==> config.mk <==
export PLATFORM = sky130hd
export DESIGN_NAME = regi_shift
export DESIGN_NICKNAME = d
export VERILOG_FILES = /design/src/rtl/regi_shift.sv
export SDC_FILE = /design/constraint.sdc
export NUM_CORES = 1
export LEC_CHECK = 0
export CORE_MARGIN = 2
export CORE_UTILIZATION = 51
export CTS_CLUSTER_SIZE = 8
export DETAILED_ROUTE_END_ITERATION = 16
export GPL_ROUTABILITY_DRIVEN = 0
export PLACE_DENSITY_LB_ADDON = 0.05
export REMOVE_ABC_BUFFERS = 1
export SYNTH_ARGS = -nofsm -noshare
export SYNTH_HDL_FRONTEND = slang
export SYNTH_SLANG_ARGS = --single-unit
==> constraint.sdc <==
create_clock -name clk -period 2.3 [get_ports clk]
set_input_delay 0.345 -clock clk [delete_from_list [all_inputs] [get_ports clk]]
set_output_delay 0.345 -clock clk [all_outputs]
set_load 0.03 [all_outputs]
==> src/rtl/regi_shift.sv <==
// regi_shift: WIDTH-bit universal shift register with parallel load,
// logical/arithmetic shifts with serial in/out, rotates and synchronous clear.
// A saturating counter tracks shift-class ops since the last load/clear and
// raises a one-cycle done pulse when it reaches WIDTH.
//
// Ports:
//   clk   - clock, rising edge active
//   rst   - asynchronous active-high reset
//   ena   - operation enable; all state holds when 0
//   mode  - operation select (see mode_e)
//   d     - parallel load data
//   sin   - serial input bit
//   q     - register contents (registered)
//   sout  - bit shifted/rotated out by the last shift-class op (registered)
//   cnt   - shift-class ops since last load/clear, saturating at WIDTH
//   done  - one-cycle pulse when cnt moves from WIDTH-1 to WIDTH
module regi_shift #(
  parameter int unsigned WIDTH = 8,
  localparam int unsigned CW = $clog2(WIDTH + 1)
) (
  input  logic             clk,
  input  logic             rst,
  input  logic             ena,
  input  logic [2:0]       mode,
  input  logic [WIDTH-1:0] d,
  input  logic             sin,
  output logic [WIDTH-1:0] q,
  output logic             sout,
  output logic [CW-1:0]    cnt,
  output logic             done
);

  typedef enum logic [2:0] {
    MODE_HOLD  = 3'b000,
    MODE_LOAD  = 3'b001,
    MODE_SHL   = 3'b010,
    MODE_SHR   = 3'b011,
    MODE_ROL   = 3'b100,
    MODE_ROR   = 3'b101,
    MODE_ASR   = 3'b110,
    MODE_CLEAR = 3'b111
  } mode_e;

  localparam logic [CW-1:0] CNT_MAX  = CW'(WIDTH);
  localparam logic [CW-1:0] CNT_LAST = CW'(WIDTH - 1);

  logic [WIDTH-1:0] q_q, q_d;
  logic             sout_q, sout_d;
  logic [CW-1:0]    cnt_q, cnt_d;
  logic             done_q, done_d;
  logic             shift_op;
  mode_e            mode_sel;

  assign mode_sel = mode_e'(mode);

  always_comb begin
    q_d      = q_q;
    sout_d   = sout_q;
    cnt_d    = cnt_q;
    done_d   = 1'b0;
    shift_op = 1'b0;

    if (ena) begin
      case (mode_sel)
        MODE_HOLD: ;
        MODE_LOAD: begin
          q_d   = d;
          cnt_d = '0;
        end
        MODE_SHL: begin
          q_d      = {q_q[WIDTH-2:0], sin};
          sout_d   = q_q[WIDTH-1];
          shift_op = 1'b1;
        end
        MODE_SHR: begin
          q_d      = {sin, q_q[WIDTH-1:1]};
          sout_d   = q_q[0];
          shift_op = 1'b1;
        end
        MODE_ROL: begin
          q_d      = {q_q[WIDTH-2:0], q_q[WIDTH-1]};
          sout_d   = q_q[WIDTH-1];
          shift_op = 1'b1;
        end
        MODE_ROR: begin
          q_d      = {q_q[0], q_q[WIDTH-1:1]};
          sout_d   = q_q[0];
          shift_op = 1'b1;
        end
        MODE_ASR: begin
          q_d      = {q_q[WIDTH-1], q_q[WIDTH-1:1]};
          sout_d   = q_q[0];
          shift_op = 1'b1;
        end
        MODE_CLEAR: begin
          q_d    = '0;
          sout_d = 1'b0;
          cnt_d  = '0;
        end
        default: ;
      endcase

      // Counter saturates at WIDTH; done fires only on the WIDTH-1 -> WIDTH step.
      if (shift_op) begin
        if (cnt_q < CNT_MAX) begin
          cnt_d = cnt_q + 1'b1;
        end
        done_d = (cnt_q == CNT_LAST);
      end
    end
  end

  always_ff @(posedge clk or posedge rst) begin
    if (rst) begin
      q_q    <= '0;
      sout_q <= 1'b0;
      cnt_q  <= '0;
      done_q <= 1'b0;
    end else begin
      q_q    <= q_d;
      sout_q <= sout_d;
      cnt_q  <= cnt_d;
      done_q <= done_d;
    end
  end

  assign q    = q_q;
  assign sout = sout_q;
  assign cnt  = cnt_q;
  assign done = done_q;

endmodule

==> impl_metrics.py <==
metrics = {
    "worst_setup_path": {
        "end_kind": "flop",
        "crit_required_ns": 2.45,
        "worstSetupPathType": "in -> reg",
        "critPathArrivalTime_ns": 2.05,
        "cp_max_fo": 14,
        "crit_path_start": "mode[1]",
        "reg2reg_from": "q[0]",
        "startpoint_type": "input port",
    },
    "pwr": {
        "leakagePower_nw": 0.577,
        "irDropWorstVdd_v": 0.000596,
        "powerDensity_nw_per_um2": 804,
    },
    "timing": {
        "fin_worst_skew_ns": 0.00924,
        "max_freq_ghz": 0.528,
        "hold_slack_ns": 0.399,
        "slew_violations": 0,
        "post-route-min-period_ns": 1.89,
        "worstMarginPinSlew_ns": 0.589,
        "tns_ns": 0,
        "post-route-period-util_pct": 82.3,
        "rsz0062_at_grt": "no",
        "setup_violations": 0,
        "slew_headroom_pct": 60.7,
        "report.final.hold_viol_count": 0,
        "setup_slack_ns": 0.406,
    },
    "min_path": {
        "hp-class": "in -> async",
    },
    "floorplan": {
        "ios": 29,
        "die_w_um": 49.0,
        "dieArea_sq_um": 2400,
        "core_sq_um": 1940,
        "std_cell_rows": 16,
        "die_h_um": 49.0,
        "initial_core_util_pct": 53.2,
    },
    "global_route": {
        "grt_pass1_wl_um": 3820,
        "grt_util_all_layers_pct": 21.4,
        "grt_max_degree": 15,
        "grt_pass1_vias": 841,
        "grt-ovfl-total": 0,
        "antenna_found_initial": 0,
    },
    "final_layout": {
        "nets": 155,
        "areaGrowthSynthToFinish_pct": 30.9,
        "num-fill-cells": 170,
        "insertedDiodeCount": 0,
        "drive_gt1_share_pct": 15.3,
    },
    "yosys": {
        "synth.largest_area_cell": "dfrtp_1",
        "synthFlopType": "dfrtp_1",
        "ys_seq_elements": 14,
        "syn_avg_cell_area_sq_um": 9.57,
        "ys_types": 37,
        "synth_edf_count": 0,
        "yosys_warnings": 0,
        "synthesis.area_sq_um": 1030,
        "seq_area_frac_synth_pct": 33.9,
        "synthTopCellsByArea": "dfrtp_1 34%, mux2_2 5.4%, nor2b_1 5.4%",
        "synth_cells": 108,
        "synth_top_cell_area_share_pct": 33.9,
        "async_flop_share_pct": 100,
    },
    "route": {
        "drt-initial-drc-count": 17,
        "totalWireLength_um": 2330,
        "via_per_inst": 5.57,
        "drt_pass1_iterations": 4,
        "wire_per_inst_um": 14.2,
        "num_vias": 913,
        "ant_nets": 0,
        "drc_errors": 0,
    },
    "clock_tree": {
        "ctsLongestPathBuffers": 2,
        "postCtsResizedCells": 0,
        "clk_pin_slew_ns": 0.09,
        "cts.sinks": 14,
        "htreeDepth": 1,
        "cts_tree": "done",
        "cts_made_buffers": 3,
        "cts-root-buf": "clkbuf_4",
        "postCtsSetupBuffers": 0,
        "cts_hold_buf": 0,
        "clock_latency_ns": 0.29,
    },
    "run_status": {
        "status": "finished clean",
    },
    "placed_design": {
        "dp_hpwl_um": 1750,
        "portBuffers": 28,
        "preCtsSetupSlack_ns": 0.126,
    },
    "flow_run": {
        "drv_cap": 0,
    },
}
[final cells by class]
| type | count | area (sq um) | share of cell area, % |
|---|---|---|---|
| Clock buffer | 4 | 36.3 | 2.68 |
| Sequential cell | 14 | 350 | 25.9 |
| Multi-Input combinational cell | 81 | 599 | 44.3 |
| Timing Repair Buffer | 32 | 310 | 22.9 |
| Inverter | 6 | 22.5 | 1.67 |
| Tap cell | 27 | 33.8 | 2.50 |
[power breakdown]
part / total, W / internal [W] / switching (W)
logic: 0.000516 / 0.000237 / 0.000279
registers: 0.000392 / 0.000311 / 0.0000817
clock network: 0.000179 / 0.0000965 / 0.0000824
[registers in the layout, summed over array words and instances (netlist names)]
name  flops
q         8
cnt       4
done      1
sout      1
[placed cells by master, fill, tap and decap left out, types with 2 or more instances in the layout]
cell             netlist  layout
a21oi_1                2       2
a221oi_1               6       6
a31oi_1                2       2
and3b_1                3       3
buf_4                  1       4
clkbuf_4               0       3
clkdlybuf4s50_1        0      28
dfrtp_1               14      14
ha_1                   2       2
inv_1                  6       6
mux2_2                 5       5
nand2_1               14      14
nand2b_1               2       2
nand3_1                2       2
nor2b_1                9       9
o21ai_0                7       7
o21ai_2                2       2
o31ai_1                7       7
[critical path: stages]
cell	delay [ns]
clkdlybuf4s50_1	0.47
inv_1	0.07
ha_1	0.39
o31ai_4	0.59
o31ai_1	0.18
[cell families (layout without fill, tap and decap cells)]
kind of cell / after synthesis / count (layout) / share of synthesized area [%]
XOR/XNOR: 2 / 2 / 3.51
multiplexers: 7 / 7 / 7.87
AND/OR/NAND/NOR: 38 / 38 / 20.9
flip-flops: 14 / 14 / 33.9
AO/OA/AOI/OAI: 31 / 31 / 22.3
adder cells (fa/ha/maj): 3 / 3 / 3.39
buffers and inverters: 13 / 42 / 8.11
[per-stage QoR]
step	util [%]	total power, W	cell area (sq um)	cells
2_1_floorplan	-	0.000687	972	101
3_3_place_gp	67.8	0.000897	1320	160
3_5_place_dp	67.8	0.000913	1320	160
4_1_cts	69.7	0.00109	1350	164
5_1_grt	69.7	0.00116	1350	164
6_report	69.7	0.00109	1350	164
[routing by layer]
metal | part of all wire [%] | global-route usage [%]
met4 | 1.1 | 5.71
met3 | 4.9 | 7.36
met5 | 0 | 0
met2 | 50 | 35.6
met1 | 43 | 26.3
[cell usage after synthesis (2+ instances only)]
master	n
ha_1	2
buf_6	4
o21ai_0	7
nor2b_1	9
nand3_1	2
and3b_1	3
o31ai_1	7
nand2b_1	2
a21oi_1	2
o21ai_2	2
inv_1	6
a221oi_1	6
mux2_2	5
a31oi_1	2
nand2_1	14
dfrtp_1	14
[worst paths after layout]
path / end / cells after the start / slack (ns)
min: q[6] / 2 / 0.40
min reg2reg: sout / 2 / 0.48
max: q[2] / 5 / 0.41
max reg2reg: q[7] / 4 / 0.96
min in group clk: sout / 2 / 0.48
max in group asynchronous: q[5] / 2 / 1.54
(Power assumes the default switching activity.)
